`config.mk`:
```
export PLATFORM = sky130hd
export DESIGN_NAME = id_stage_buf_flat
export DESIGN_NICKNAME = d
export VERILOG_FILES = /design/src/rtl/id_stage_buf_pkg.sv /design/src/rtl/id_stage_buf_if.sv /design/src/rtl/id_stage_buf_decode.sv /design/src/rtl/id_stage_buf.sv /design/src/flat_wrapper.sv
export SDC_FILE = /design/constraint.sdc
export NUM_CORES = 1
export LEC_CHECK = 0
export CAP_MARGIN = 20
export CORE_MARGIN = 3
export CORE_UTILIZATION = 52
export DETAILED_ROUTE_END_ITERATION = 8
export PLACE_DENSITY = 0.89
export SLEW_MARGIN = 20
export SYNTH_ARGS = -nofsm -noshare
export SYNTH_HDL_FRONTEND = slang
export SYNTH_SLANG_ARGS = --single-unit
```
`constraint.sdc`:
```
create_clock -name clk -period 3.1 [get_ports clk]
set_input_delay 0.465 -clock clk [delete_from_list [all_inputs] [get_ports clk]]
set_output_delay 0.465 -clock clk [all_outputs]
set_load 0.01 [all_outputs]
```
`src/rtl/id_stage_buf_pkg.sv`:
```
// Shared decode types for the ID stage: opcode constants, instruction format enum
// and the decoded-entry record stored in the elastic buffer.
package id_pkg;

    localparam logic [6:0] OP_LUI    = 7'b0110111;
    localparam logic [6:0] OP_AUIPC  = 7'b0010111;
    localparam logic [6:0] OP_JAL    = 7'b1101111;
    localparam logic [6:0] OP_JALR   = 7'b1100111;
    localparam logic [6:0] OP_BRANCH = 7'b1100011;
    localparam logic [6:0] OP_LOAD   = 7'b0000011;
    localparam logic [6:0] OP_STORE  = 7'b0100011;
    localparam logic [6:0] OP_IMM    = 7'b0010011;
    localparam logic [6:0] OP_OP     = 7'b0110011;

    typedef enum logic [2:0] {
        FMT_R, FMT_I, FMT_S, FMT_B, FMT_U, FMT_J, FMT_BAD
    } fmt_e;

    typedef struct packed {
        logic [4:0]  rs1;
        logic [4:0]  rs2;
        logic [4:0]  rd;
        logic [6:0]  opcode;
        logic [2:0]  funct3;
        logic [6:0]  funct7;
        logic [31:0] imm;
        logic        wr_reg_n;
        logic        illegal;
        logic        uses_rs1;
        logic        uses_rs2;
    } dec_t;

    // Value an empty/reset slot presents: no register write, everything else zero.
    function automatic dec_t dec_rst_val();
        dec_t d;
        d          = '0;
        d.wr_reg_n = 1'b1;
        return d;
    endfunction

endpackage

```
`src/rtl/id_stage_buf_if.sv`:
```
// IF -> ID -> EX handshake bundle plus the EX-side hazard and flush inputs.
// slave = decode buffer side, master = the driver of IF/EX stimulus.
interface id_stage_buf_if #(
    parameter int PC_W = 32
);
    logic            in_valid;
    logic            in_ready;
    logic [PC_W-1:0] in_pc;
    logic [31:0]     in_ir;
    logic            out_valid;
    logic            out_ready;
    logic [PC_W-1:0] out_pc;
    logic [4:0]      rs1;
    logic [4:0]      rs2;
    logic [4:0]      rd;
    logic [6:0]      opcode;
    logic [2:0]      funct3;
    logic [6:0]      funct7;
    logic [31:0]     imm;
    logic            wr_reg_n;
    logic            illegal;
    logic            ex_is_load;
    logic [4:0]      ex_rd;
    logic            flush;

    modport slave (
        input  in_valid, in_pc, in_ir, out_ready, ex_is_load, ex_rd, flush,
        output in_ready, out_valid, out_pc, rs1, rs2, rd, opcode, funct3, funct7,
               imm, wr_reg_n, illegal
    );

    modport master (
        output in_valid, in_pc, in_ir, out_ready, ex_is_load, ex_rd, flush,
        input  in_ready, out_valid, out_pc, rs1, rs2, rd, opcode, funct3, funct7,
               imm, wr_reg_n, illegal
    );
endinterface

```
`src/rtl/id_stage_buf_decode.sv`:
```
// RV32I field decoder: instruction word -> dec_t.
// Latency: purely combinational, 0 cycles.
// Backpressure: none, no state.
module id_decode
    import id_pkg::*;
(
    input  logic [31:0] ir,
    output dec_t        dec
);
    fmt_e fmt;

    always_comb begin
        fmt = FMT_BAD;
        case (ir[6:0])
            OP_LUI, OP_AUIPC:           fmt = FMT_U;
            OP_JAL:                     fmt = FMT_J;
            OP_JALR, OP_LOAD, OP_IMM:   fmt = FMT_I;
            OP_BRANCH:                  fmt = FMT_B;
            OP_STORE:                   fmt = FMT_S;
            OP_OP:                      fmt = FMT_R;
            default:                    fmt = FMT_BAD;
        endcase
    end

    always_comb begin
        dec          = '0;
        dec.opcode   = ir[6:0];
        dec.illegal  = (fmt == FMT_BAD);
        dec.uses_rs1 = (fmt == FMT_R) || (fmt == FMT_I) || (fmt == FMT_S) || (fmt == FMT_B);
        dec.uses_rs2 = (fmt == FMT_R) || (fmt == FMT_S) || (fmt == FMT_B);

        // Fields a format does not carry are forced to zero so downstream compares stay clean.
        if (dec.uses_rs1) begin
            dec.rs1    = ir[19:15];
            dec.funct3 = ir[14:12];
        end
        if (dec.uses_rs2) begin
            dec.rs2 = ir[24:20];
        end
        if ((fmt == FMT_R) || (fmt == FMT_I) || (fmt == FMT_U) || (fmt == FMT_J)) begin
            dec.rd = ir[11:7];
        end
        if (fmt == FMT_R) begin
            dec.funct7 = ir[31:25];
        end

        case (fmt)
            FMT_I:   dec.imm = {{20{ir[31]}}, ir[31:20]};
            FMT_S:   dec.imm = {{20{ir[31]}}, ir[31:25], ir[11:7]};
            FMT_B:   dec.imm = {{19{ir[31]}}, ir[31], ir[7], ir[30:25], ir[11:8], 1'b0};
            FMT_U:   dec.imm = {ir[31:12], 12'b0};
            FMT_J:   dec.imm = {{11{ir[31]}}, ir[31], ir[19:12], ir[20], ir[30:21], 1'b0};
            default: dec.imm = 32'd0;
        endcase

        dec.wr_reg_n = (dec.rd == 5'd0);
    end
endmodule

```
`src/rtl/id_stage_buf.sv`:
```
// RV32I decode stage with a DEPTH-entry elastic buffer between IF and EX.
// Latency: an entry pushed in cycle N is at the head in cycle N+1.
// Backpressure: in_ready is registered-only (count < DEPTH); out_valid gated by load-use stall.
module id_stage_buf
    import id_pkg::*;
#(
    parameter int DEPTH     = 2,
    parameter int PC_W      = 32,
    parameter int HAZARD_EN = 1
) (
    input  logic          clk,
    input  logic          rst,
    id_stage_buf_if.slave bus
);
    localparam int PTR_W = (DEPTH > 1) ? $clog2(DEPTH) : 1;
    localparam int CNT_W = $clog2(DEPTH + 1);
    localparam logic [CNT_W-1:0] FULL_CNT = CNT_W'(DEPTH);
    localparam logic [PTR_W-1:0] LAST_PTR = PTR_W'(DEPTH - 1);

    dec_t            dec_mem_q [DEPTH];
    dec_t            dec_mem_d [DEPTH];
    logic [PC_W-1:0] pc_mem_q  [DEPTH];
    logic [PC_W-1:0] pc_mem_d  [DEPTH];
    logic [PTR_W-1:0] wr_ptr_q, wr_ptr_d;
    logic [PTR_W-1:0] rd_ptr_q, rd_ptr_d;
    logic [CNT_W-1:0] count_q, count_d;

    dec_t in_dec;
    dec_t head;
    logic push, pop, stall, not_empty;

    id_decode u_decode (
        .ir  (bus.in_ir),
        .dec (in_dec)
    );

    assign head      = dec_mem_q[rd_ptr_q];
    assign not_empty = (count_q != '0);

    always_comb begin
        stall = 1'b0;
        if (HAZARD_EN != 0) begin
            stall = bus.ex_is_load && (bus.ex_rd != 5'd0) &&
                    ((head.uses_rs1 && (head.rs1 == bus.ex_rd)) ||
                     (head.uses_rs2 && (head.rs2 == bus.ex_rd)));
        end
    end

    assign bus.in_ready  = (count_q != FULL_CNT);
    assign bus.out_valid = not_empty && !stall;
    assign push          = bus.in_valid && bus.in_ready;
    assign pop           = bus.out_valid && bus.out_ready;

    assign bus.out_pc   = pc_mem_q[rd_ptr_q];
    assign bus.rs1      = head.rs1;
    assign bus.rs2      = head.rs2;
    assign bus.rd       = head.rd;
    assign bus.opcode   = head.opcode;
    assign bus.funct3   = head.funct3;
    assign bus.funct7   = head.funct7;
    assign bus.imm      = head.imm;
    assign bus.wr_reg_n = head.wr_reg_n;
    assign bus.illegal  = head.illegal;

    always_comb begin
        dec_mem_d = dec_mem_q;
        pc_mem_d  = pc_mem_q;
        wr_ptr_d  = wr_ptr_q;
        rd_ptr_d  = rd_ptr_q;
        count_d   = count_q;

        // Flush wins over a same-cycle push/pop: the incoming word is dropped.
        if (bus.flush) begin
            wr_ptr_d = '0;
            rd_ptr_d = '0;
            count_d  = '0;
        end else begin
            if (push) begin
                dec_mem_d[wr_ptr_q] = in_dec;
                pc_mem_d[wr_ptr_q]  = bus.in_pc;
                wr_ptr_d = (wr_ptr_q == LAST_PTR) ? '0 : wr_ptr_q + 1'b1;
            end
            if (pop) begin
                rd_ptr_d = (rd_ptr_q == LAST_PTR) ? '0 : rd_ptr_q + 1'b1;
            end
            if (push && !pop) begin
                count_d = count_q + 1'b1;
            end else if (pop && !push) begin
                count_d = count_q - 1'b1;
            end
        end
    end

    always_ff @(posedge clk) begin
        if (rst) begin
            for (int i = 0; i < DEPTH; i++) begin
                dec_mem_q[i] <= dec_rst_val();
                pc_mem_q[i]  <= '0;
            end
            wr_ptr_q <= '0;
            rd_ptr_q <= '0;
            count_q  <= '0;
        end else begin
            dec_mem_q <= dec_mem_d;
            pc_mem_q  <= pc_mem_d;
            wr_ptr_q  <= wr_ptr_d;
            rd_ptr_q  <= rd_ptr_d;
            count_q   <= count_d;
        end
    end
endmodule

```
`src/flat_wrapper.sv`:
```
// flat-port wrapper written by rule: the top's interface ports become plain ports
module id_stage_buf_flat import id_pkg::*;
#(
    parameter int DEPTH     = 2,
    parameter int PC_W      = 32,
    parameter int HAZARD_EN = 1
)
  (clk, rst, bus_in_valid, bus_in_pc, bus_in_ir, bus_out_ready, bus_ex_is_load, bus_ex_rd, bus_flush, bus_in_ready, bus_out_valid, bus_out_pc, bus_rs1, bus_rs2, bus_rd, bus_opcode, bus_funct3, bus_funct7, bus_imm, bus_wr_reg_n, bus_illegal);
  id_stage_buf_if #(.PC_W(PC_W)) bus_i ();
  input  logic clk;
  input  logic rst;
  input wire logic [$bits(bus_i.in_valid)-1:0] bus_in_valid;
  input wire logic [$bits(bus_i.in_pc)-1:0] bus_in_pc;
  input wire logic [$bits(bus_i.in_ir)-1:0] bus_in_ir;
  input wire logic [$bits(bus_i.out_ready)-1:0] bus_out_ready;
  input wire logic [$bits(bus_i.ex_is_load)-1:0] bus_ex_is_load;
  input wire logic [$bits(bus_i.ex_rd)-1:0] bus_ex_rd;
  input wire logic [$bits(bus_i.flush)-1:0] bus_flush;
  output wire logic [$bits(bus_i.in_ready)-1:0] bus_in_ready;
  output wire logic [$bits(bus_i.out_valid)-1:0] bus_out_valid;
  output wire logic [$bits(bus_i.out_pc)-1:0] bus_out_pc;
  output wire logic [$bits(bus_i.rs1)-1:0] bus_rs1;
  output wire logic [$bits(bus_i.rs2)-1:0] bus_rs2;
  output wire logic [$bits(bus_i.rd)-1:0] bus_rd;
  output wire logic [$bits(bus_i.opcode)-1:0] bus_opcode;
  output wire logic [$bits(bus_i.funct3)-1:0] bus_funct3;
  output wire logic [$bits(bus_i.funct7)-1:0] bus_funct7;
  output wire logic [$bits(bus_i.imm)-1:0] bus_imm;
  output wire logic [$bits(bus_i.wr_reg_n)-1:0] bus_wr_reg_n;
  output wire logic [$bits(bus_i.illegal)-1:0] bus_illegal;
  assign bus_i.in_valid = bus_in_valid;
  assign bus_i.in_pc = bus_in_pc;
  assign bus_i.in_ir = bus_in_ir;
  assign bus_i.out_ready = bus_out_ready;
  assign bus_i.ex_is_load = bus_ex_is_load;
  assign bus_i.ex_rd = bus_ex_rd;
  assign bus_i.flush = bus_flush;
  assign bus_in_ready = bus_i.in_ready;
  assign bus_out_valid = bus_i.out_valid;
  assign bus_out_pc = bus_i.out_pc;
  assign bus_rs1 = bus_i.rs1;
  assign bus_rs2 = bus_i.rs2;
  assign bus_rd = bus_i.rd;
  assign bus_opcode = bus_i.opcode;
  assign bus_funct3 = bus_i.funct3;
  assign bus_funct7 = bus_i.funct7;
  assign bus_imm = bus_i.imm;
  assign bus_wr_reg_n = bus_i.wr_reg_n;
  assign bus_illegal = bus_i.illegal;
  id_stage_buf #(.DEPTH(DEPTH), .PC_W(PC_W), .HAZARD_EN(HAZARD_EN)) u_core (.clk(clk), .rst(rst), .bus(bus_i));
endmodule
```
Word level (Yosys, flattened, before mapping). Index checks and enable logic that the tools add are counted.

Word-level logic and storage cells: 108. Register bits after elaboration: 204. Output and inout port bits: 100.

Reduce and logical (&&, ||, !) cells: 30. Magnitude comparators: 3. Add/subtract/negate cells: 4. Bitwise gates (word level): 3. Equality and inequality tests: 18. Mux-type cells: 23.

Operators with widths (count): 2-to-1 mux 68 bit (4); case mux 32 bit (5 select lines) (1); bitwise mux 136 bit (1); 2-to-1 mux 32 bit (4); demux 68 bit (select 1 bit) (1); bitwise mux 64 bit (1); demux 32 bit (select 1 bit) (1); equality test 7 x 6 -> 1 bit, second input constant (3); equality test 7 bit, second input constant (3); case mux 3 bit (6 select lines) (1); 2-to-1 mux 5 bit (3); equality test 7 x 5 -> 1 bit, second input constant (2); equality test 5 bit (2); logical AND 1 bit (10); equality test 3 bit, second input constant (3); logical OR 1 bit (8); equality test 7 x 2 -> 1 bit, second input constant (1); 2-to-1 mux 7 bit (1); equality test 3 x 2 -> 1 bit, second input constant (2); logical NOT 5 bit (1); nonzero test 5 bit (1); >= comparator 2 bit, second input constant (2); 2-to-1 mux 2 bit (2); inverter 1 -> 2 bit (2); 15 further kinds (21).

Longest topological paths before layout. Gate-level depths: netlist of run 1.

Depth in word-level cells: 14. Depth in mapped cells: 12.

Modules after synthesis. A second synthesis of run 1 with hierarchy kept.

Cells, all modules: 1143. Area, all modules: 9180.1 um2.

Modules (own cells, without submodules): id_stage_buf (area each 8374.3 um2, sequential area each 4083.9 um2, cells each 1027, times used 1); id_decode (area each 805.8 um2, sequential area each 0.0 um2, cells each 116, times used 1).

Worst setup path before layout of run 1. No wires, ideal clock.

Path kind: register to register. Start point: register u_core.rd_ptr_q. End point: register u_core.count_q[1]. Buffers on the path: 1. Slack: 0.806 ns. Cell stages (with the launch flop): 11. Arrival: 2.162 ns. Library setup time: 0.131 ns. Path through: dfxtp_1 buf_6 mux2_2 xor2_1 a2111oi_1 nand2_1 nand3b_1 ha_1 nor2_1 xnor2_1 nor3_1.

Cells in the longest elaborated chain, start to end: 14.

RTL lines: start: declaration (RTL line id_stage_buf.sv:25) `logic [PTR_W-1:0] rd_ptr_q, rd_ptr_d;`; start signal: assignment (RTL line id_stage_buf.sv:107) `rd_ptr_q <= rd_ptr_d;`; inverter 1 -> 2 bit (implied by the code) (*) (RTL line id_stage_buf.sv:37) `assign head = dec_mem_q[rd_ptr_q];`; 2-to-1 mux 68 bit (implied by the code) (*) (3 in a row) (RTL line id_stage_buf.sv:37); via bus_rs1[2] (RTL line flat_wrapper.sv:22) `output wire logic [$bits(bus_i.rs1)-1:0] bus_rs1;`; equality test 5 bit (*) (RTL line id_stage_buf.sv:44) `((head.uses_rs1 && (head.rs1 == bus.ex_rd)) ||`; logical AND 1 bit (*) (RTL line id_stage_buf.sv:44); logical OR 1 bit (*) (RTL line id_stage_buf.sv:44); logical AND 1 bit (*) (RTL line id_stage_buf.sv:43) `stall = bus.ex_is_load && (bus.ex_rd != 5'd0) &&`; logical NOT 1 bit (*) (RTL line id_stage_buf.sv:50) `assign bus.out_valid = not_empty && !stall;`; logical AND 1 bit (*) (RTL line id_stage_buf.sv:50); logical AND 1 bit (*) (RTL line id_stage_buf.sv:52) `assign pop = bus.out_valid && bus.out_ready;`; logical NOT 1 bit (RTL line id_stage_buf.sv:86) `if (push && !pop) begin`; logical AND 1 bit (RTL line id_stage_buf.sv:86); 2-to-1 mux 2 bit or nonzero test 2 bit (tied branches); end signal: assignment (RTL line id_stage_buf.sv:108) `count_q <= count_d;`; end: declaration (RTL line id_stage_buf.sv:26) `logic [CNT_W-1:0] count_q, count_d;`.

Mark *: on every way through the listed nets, which the timed path passes. The rest lies on a longest branch. The select of a mux whose other input is x is not followed. A chain may end at the register's enable or synchronous reset.

Final worst setup path of run 1.
Start point: register u_core.rd_ptr_q. End point: output port bus_opcode[6].

Cells in the longest elaborated chain, start to end: 4.

RTL lines: inverter 1 -> 2 bit (implied by the code) (RTL line id_stage_buf.sv:37); 2-to-1 mux 68 bit (implied by the code) (3 in a row) (RTL line id_stage_buf.sv:37); end: declaration (RTL line flat_wrapper.sv:25) `output wire logic [$bits(bus_i.opcode)-1:0] bus_opcode;`.

No other way between the ends. The select of a mux whose other input is x is not followed.

==> results of run 1 <==
[cell families after synthesis]
| family | after synthesis |
|---|---|
| simple gates | 406 |
| compound gates | 244 |
| flops | 204 |
| buf+inv | 98 |
| mux | 98 |
| xor+xnor | 16 |
| fa+ha+maj | 1 |
[worst max-delay path, stage by stage (launching register included)]
cell,delay [ps]
dfxtp_4,410
buf_2,190
buf_4,490
mux2_2,420
clkdlybuf4s50_1,540
[per-stage QoR]
step	power (mW)	hold slack, ps	std cells
final	5.86	453	1439
after global routing	6.07	468	1439
after CTS	5.90	453	1437
after detailed placement	3.52	444	1399
after global placement	3.51	438	1399
after floorplan	3.18	433	1067
[layout make-up]
type                       instances  area share
multi-input combinational        765       0.396
timing repair buffer             208       0.175
tap                              220      0.0235
inverter                           5     0.00160
clock inverter                     4     0.00171
sequential                       204       0.349
clock buffer                      33      0.0538
[sequential cells by signal (all words and copies together) (netlist names)]
signal and cells:
u_core.pc_mem_q 64, u_core.count_q 2, u_core.wr_ptr_q 1, u_core.rd_ptr_q 1, u_core.dec_mem_q 136
[cells in the mapped netlist, types with 2 or more instances]
master	number
buf_2	41
xnor2_1	5
inv_1	5
o211ai_1	3
dfxtp_1	204
nand3b_1	4
nand2b_1	2
a211o_1	2
a211oi_1	30
a2111oi_1	3
mux2_2	96
or4_1	3
o21ai_0	5
nand3_1	68
xor2_1	11
a21oi_2	10
and2_1	3
a2bb2oi_1	4
nor2_1	59
clkbuf_1	44
mux2_4	2
nand2_1	243
buf_6	2
or3_1	2
nor3_1	9
a21oi_1	161
nand4b_1	3
buf_1	4
nand4_1	3
a211oi_2	20
[metal layers]
metal,vias to the layer above,track usage,part of all wire
met1,3971,0.323,0.42
met4,0,0.0863,0.034
li1,3963,-,-
met2,330,0.423,0.48
met5,-,0,0
met3,61,0.0456,0.065
[path summary, 6_finish.rpt]
kind | cells past startpoint | startpoint | endpoint
min | 2 | u_core.dec_mem_q[129] | u_core.dec_mem_q[129]
max reg2reg | 12 | u_core.rd_ptr_q | u_core.count_q[1]
max | 4 | u_core.rd_ptr_q | bus_opcode[6]
min reg2reg | 2 | u_core.dec_mem_q[129] | u_core.dec_mem_q[129]
[what timing repair did]
action,in CTS,in global routing
buffers inserted,1,2
gates cloned,0,0
pin swaps,1,4
resized for setup,5,11
setup endpoints to repair,1,1
[power by group through the flow]
stage | Clock [mW] | Sequential [mW] | Combinational, mW
floorplan | 0 | 2.78 | 0.393
detailed placement | 0 | 2.80 | 0.724
global placement | 0 | 2.79 | 0.716
global route | 2.52 | 2.75 | 0.799
finish | 2.38 | 2.74 | 0.742
CTS | 2.42 | 2.74 | 0.733
==> results.json, run 1 <==
{
  "status": "complete, no violations",
  "tightest_slew_ps": 715,
  "io_pins": 175,
  "fin_area_sq_mm": 0.0117,
  "end_kind": "primary output",
  "synthMuxAreaShare": 0.122,
  "area_growth_pct": 29.1,
  "p_leak_nw": 4.06,
  "grt_overflow": 0,
  "core_area_sq_mm": 0.0168,
  "die_w_um": 138,
  "grtUsageTotal": 0.250,
  "cp-start-kind": "flop",
  "first_global_vias": 7995,
  "hold_viol": 0,
  "ff2ff_setup_slack_ps": 720,
  "ys_seq_area_frac": 0.450,
  "post-route-min-period_ps": 3010,
  "num_vias": 8325,
  "yosys.cell_types.count": 46,
  "clkPwrFrac": 0.406,
  "multiInputGateArea_sq_mm": 0.00464,
  "placed_area_sq_mm": 0.0110,
  "synth_compound_area_frac": 0.172,
  "cp_data_arrival_time_ps": 2540,
  "grt_pass1_wl_um": 40900,
  "synth_edf_count": 0,
  "seq_area_sq_mm": 0.00409,
  "cts_sinks": 204,
  "grt_antenna_before_repair": 0,
  "antenna_cells": 0,
  "synth_top_family_by_area": "simple AND/OR/NAND/NOR gates",
  "ctsHtreeMaxLevel": 1,
  "synth-simple-area-share": 0.191,
  "timing.fmax_mhz": 332,
  "root_buffer": "clkbuf_16",
  "synth_cells": 1067,
  "layout_common_cells": "nand2_1 (243), dfxtp_1 (203), clkdlybuf4s50_1 (171), a21oi_1 (161), mux2_2 (96)",
  "cts_buffers": 21,
  "seq_power_share": 0.467,
  "gp_congestion": 0.860,
  "min_path_type": "flop to flop",
  "drc_errors": 0,
  "setup_viol": 0,
  "yosys_warnings": 0,
  "slew_headroom": 0.523,
  "pre_cts_slack_ps": -17.5,
  "synth.top_cell.area_share": 0.450,
  "fin_skew_ps": 6.50,
  "netlist_area_sq_mm": 0.00908,
  "final_layout_size_suffix_gt1_frac": 0.172,
  "crit_type": "flop to primary output",
  "setup_ws_ps": 92.5,
  "ant_nets": 0,
  "slew_viol_final": 0,
  "die_h_um": 138,
  "dieArea_sq_mm": 0.0191,
  "fin_crit_sh": 0.970,
  "ys_ff_latch": 204,
  "clkTransAtPathRegs_ps": 60,
  "p_comb_frac": 0.126,
  "fill_cells": 1285,
  "layout_commonest_cell": "nand2_1",
  "syn_nets": 1143,
  "powerDensity_mw_per_mm2": 500,
  "yosys.area.top_type": "dfxtp_1",
  "cts_buffer_depth": 3,
  "fin_setup_tns_ps": 0,
  "numPortBuffers": 174,
  "start_util": 0.540,
  "synth_fa_ha_area_frac": 0.00138,
  "cts_tree": "yes",
  "grt_setup_unrepaired": "no",
  "clkLatencyLatePin_ps": 480,
  "crit_fanout": 40,
  "synth_xor_area_frac": 0.0154,
  "final_util": 0.697,
  "hpwlAfterDp_um": 16100,
  "ys.flop_type": "dfxtp_1",
  "wl_um": 25400,
  "nets": 1281,
  "rows": 47,
  "intPower_mw": 4.44,
  "ys_async_sr_fraction": 0,
  "synth_top_cells_by_area": "dfxtp_1 (45%), mux2_2 (12%), nand2_1 (10%)",
  "switching_share": 0.243,
  "worst-endpoint-required_ps": 2630,
  "cts_hold_buf": 0,
  "cap_violations": 0,
  "switchingPower_mw": 1.42,
  "viasPerCell": 5.79,
  "ir_drop_mv": 0.374,
  "grt_max_degree": 113,
  "drt_pass1_iterations": 5,
  "wl_per_cell_um": 17.7,
  "syn_area_per_cell_sq_um": 8.51,
  "drt_iter0_drc": 683
}
No activity file was read; power rests on OpenSTA's default activity.
==> run 2, diff against run 1 <==
--- a/config.mk
+++ b/config.mk
@@ -8,7 +8,9 @@
 export CAP_MARGIN = 20
 export CORE_MARGIN = 3
 export CORE_UTILIZATION = 52
+export CTS_CLUSTER_DIAMETER = 100
 export DETAILED_ROUTE_END_ITERATION = 8
+export HOLD_SLACK_MARGIN = 0.08
 export PLACE_DENSITY = 0.89
 export SLEW_MARGIN = 20
 export SYNTH_ARGS = -nofsm -noshare
==> results of run 2 <==
The final DEF is identical to that of run 1; final timing and power are the same.
==> run 3, diff against run 2 <==
--- a/config.mk
+++ b/config.mk
@@ -12,6 +12,7 @@
 export DETAILED_ROUTE_END_ITERATION = 8
 export HOLD_SLACK_MARGIN = 0.08
 export PLACE_DENSITY = 0.89
+export SETUP_SLACK_MARGIN = 0.02
 export SLEW_MARGIN = 20
 export SYNTH_ARGS = -nofsm -noshare
 export SYNTH_HDL_FRONTEND = slang
==> results.json, run 3 (synthesis gave the netlist of run 1 again) <==
{
  "r2r_cells": 11,
  "grt_overflow": 0,
  "numPortBuffers": 174,
  "slowest_stage": "clkdlybuf4s50_1",
  "cts_hold_buf": 0,
  "cts_buffers": 21,
  "status": "complete, no violations",
  "first_global_vias": 8037,
  "hpwlAfterDp_um": 16100,
  "final_layout_size_suffix_gt1_frac": 0.170,
  "cts_sinks": 204,
  "r2r_end": "u_core.count_q[1]",
  "setup_viol": 0,
  "grt_max_degree": 113,
  "grt_antenna_before_repair": 0,
  "cp-start-kind": "flop",
  "die_w_um": 138,
  "layout_common_cells": "nand2_1 (243), dfxtp_1 (203), clkdlybuf4s50_1 (171), a21oi_1 (161), mux2_2 (96)",
  "gp_congestion": 0.860,
  "cts_tree": "yes",
  "power_mw": 5.86,
  "slew_viol_final": 0,
  "dieArea_sq_mm": 0.0191,
  "cp_top_family": "buffers and inverters",
  "critPathMostFrequentCell": "buf_4",
  "reg_top3": "u_core.dec_mem_q x136, u_core.pc_mem_q x64, u_core.count_q x2",
  "crit_fanout": 40,
  "drt_pass1_iterations": 5,
  "grt_pass1_wl_um": 41000,
  "largest_reg_flops": 136,
  "area_growth_pct": 29.0,
  "clkTransAtPathRegs_ps": 60,
  "die_h_um": 138,
  "ctsHtreeMaxLevel": 1,
  "grt_setup_unrepaired": "no",
  "ff2ff_setup_slack_ps": 790,
  "wl_um": 25400,
  "path_cells": "buf_4 > buf_4 > mux2_2 > clkdlybuf4s50_1",
  "tightest_slew_ps": 714,
  "p_leak_nw": 4.05,
  "r2r_start": "u_core.rd_ptr_q",
  "hold_start": "u_core.dec_mem_q[122]",
  "slew_headroom": 0.524,
  "cp_data_arrival_time_ps": 2530,
  "min_path_type": "flop to flop",
  "worst_hold_slack_ps": 453,
  "layout_commonest_cell": "nand2_1",
  "powerDensity_mw_per_mm2": 500,
  "num_vias": 8240,
  "drc_errors": 0,
  "clkLatencyLatePin_ps": 480,
  "drt_iter0_drc": 656,
  "worst-endpoint-required_ps": 2630,
  "top_register": "u_core.dec_mem_q",
  "cap_violations": 0,
  "post-route-min-period_ps": 2990,
  "ant_nets": 0,
  "rows": 47,
  "hold_viol": 0,
  "viasPerCell": 5.73,
  "fin_crit_sh": 0.965,
  "cts_buffer_depth": 3,
  "fin_skew_ps": 6.05,
  "grtUsageTotal": 0.252,
  "ir_drop_mv": 0.373,
  "min_to": "u_core.dec_mem_q[122]",
  "crit_type": "flop to primary output",
  "antenna_cells": 0,
  "core_area_sq_mm": 0.0168,
  "worstHoldPathCells": 2,
  "root_buffer": "clkbuf_16",
  "nets": 1280,
  "start_util": 0.540,
  "timing.fmax_mhz": 334,
  "path_buf_inv": 3,
  "critical_path.max_stage_delay_ps": 550,
  "io_pins": 175,
  "wl_per_cell_um": 17.6,
  "end_kind": "primary output"
}
run 3: report_power, final:
| group | total (mW) | switching, mW | leakage, nW | internal, mW |
|---|---|---|---|---|
| logic | 0.742 | 0.391 | 2.07 | 0.351 |
| registers | 2.74 | 0.0421 | 1.65 | 2.70 |
| clock network | 2.38 | 0.987 | 0.325 | 1.39 |
| total | 5.86 | 1.42 | 4.05 | 4.44 |
run 3: tightest hold or removal path: cells and delay by family, from the launching register on:
kind	cells	cell delay, ps
simple gates	1	50
flops	1	310
compound gates	1	50
run 3: how the worst max path moves through the flow:
| stage | from | endpoint | slack, ps | cells past startpoint |
|---|---|---|---|---|
| CTS | bus_ex_rd[3] | bus_out_valid | 20 | 7 |
| global route | u_core.rd_ptr_q | bus_opcode[6] | 50 | 4 |
| detailed placement | bus_ex_rd[0] | bus_out_valid | -20 | 7 |
| floorplan | u_core.rd_ptr_q | u_core.count_q[1] | 810 | 10 |
| global placement | bus_ex_rd[3] | bus_out_valid | 6 | 7 |
| finish | u_core.rd_ptr_q | bus_opcode[6] | 110 | 4 |
run 3: layout make-up:
type,count,area (sq um)
Multi-Input combinational cell,765,4630
Tap cell,220,275
Timing Repair Buffer,207,2050
Fill cell,1287,5100
Clock inverter,4,20.0
Sequential cell,204,4090
Inverter,5,18.8
Clock buffer,33,631
run 3: metal layers:
metal,track usage,share of wire,vias to the layer above
met4,0.0910,0.035,0
li1,-,-,3962
met1,0.322,0.43,3939
met2,0.426,0.48,275
met3,0.0463,0.053,64
met5,0,0,-
run 3: repair_timing:
action / CTS / global route
gates resized for setup: 10 / 5
pin swaps: 1 / 2
setup buffers: 2 / 0
endpoints found under the setup margin: 1 / 1
gates cloned: 0 / 0
run 3: through the flow:
stage                     utilization  setup slack, ps  setup TNS (ps)  instances  instance area [sq um]
after floorplan                     -              806               0       1067                   9080
after global placement          0.653             6.22               0       1399                  11000
after detailed placement        0.653            -17.5           -17.5       1399                  11000
after CTS                       0.695             24.9               0       1438                  11700
after global routing            0.697             48.1               0       1438                  11700
final                           0.697              110               0       1438                  11700
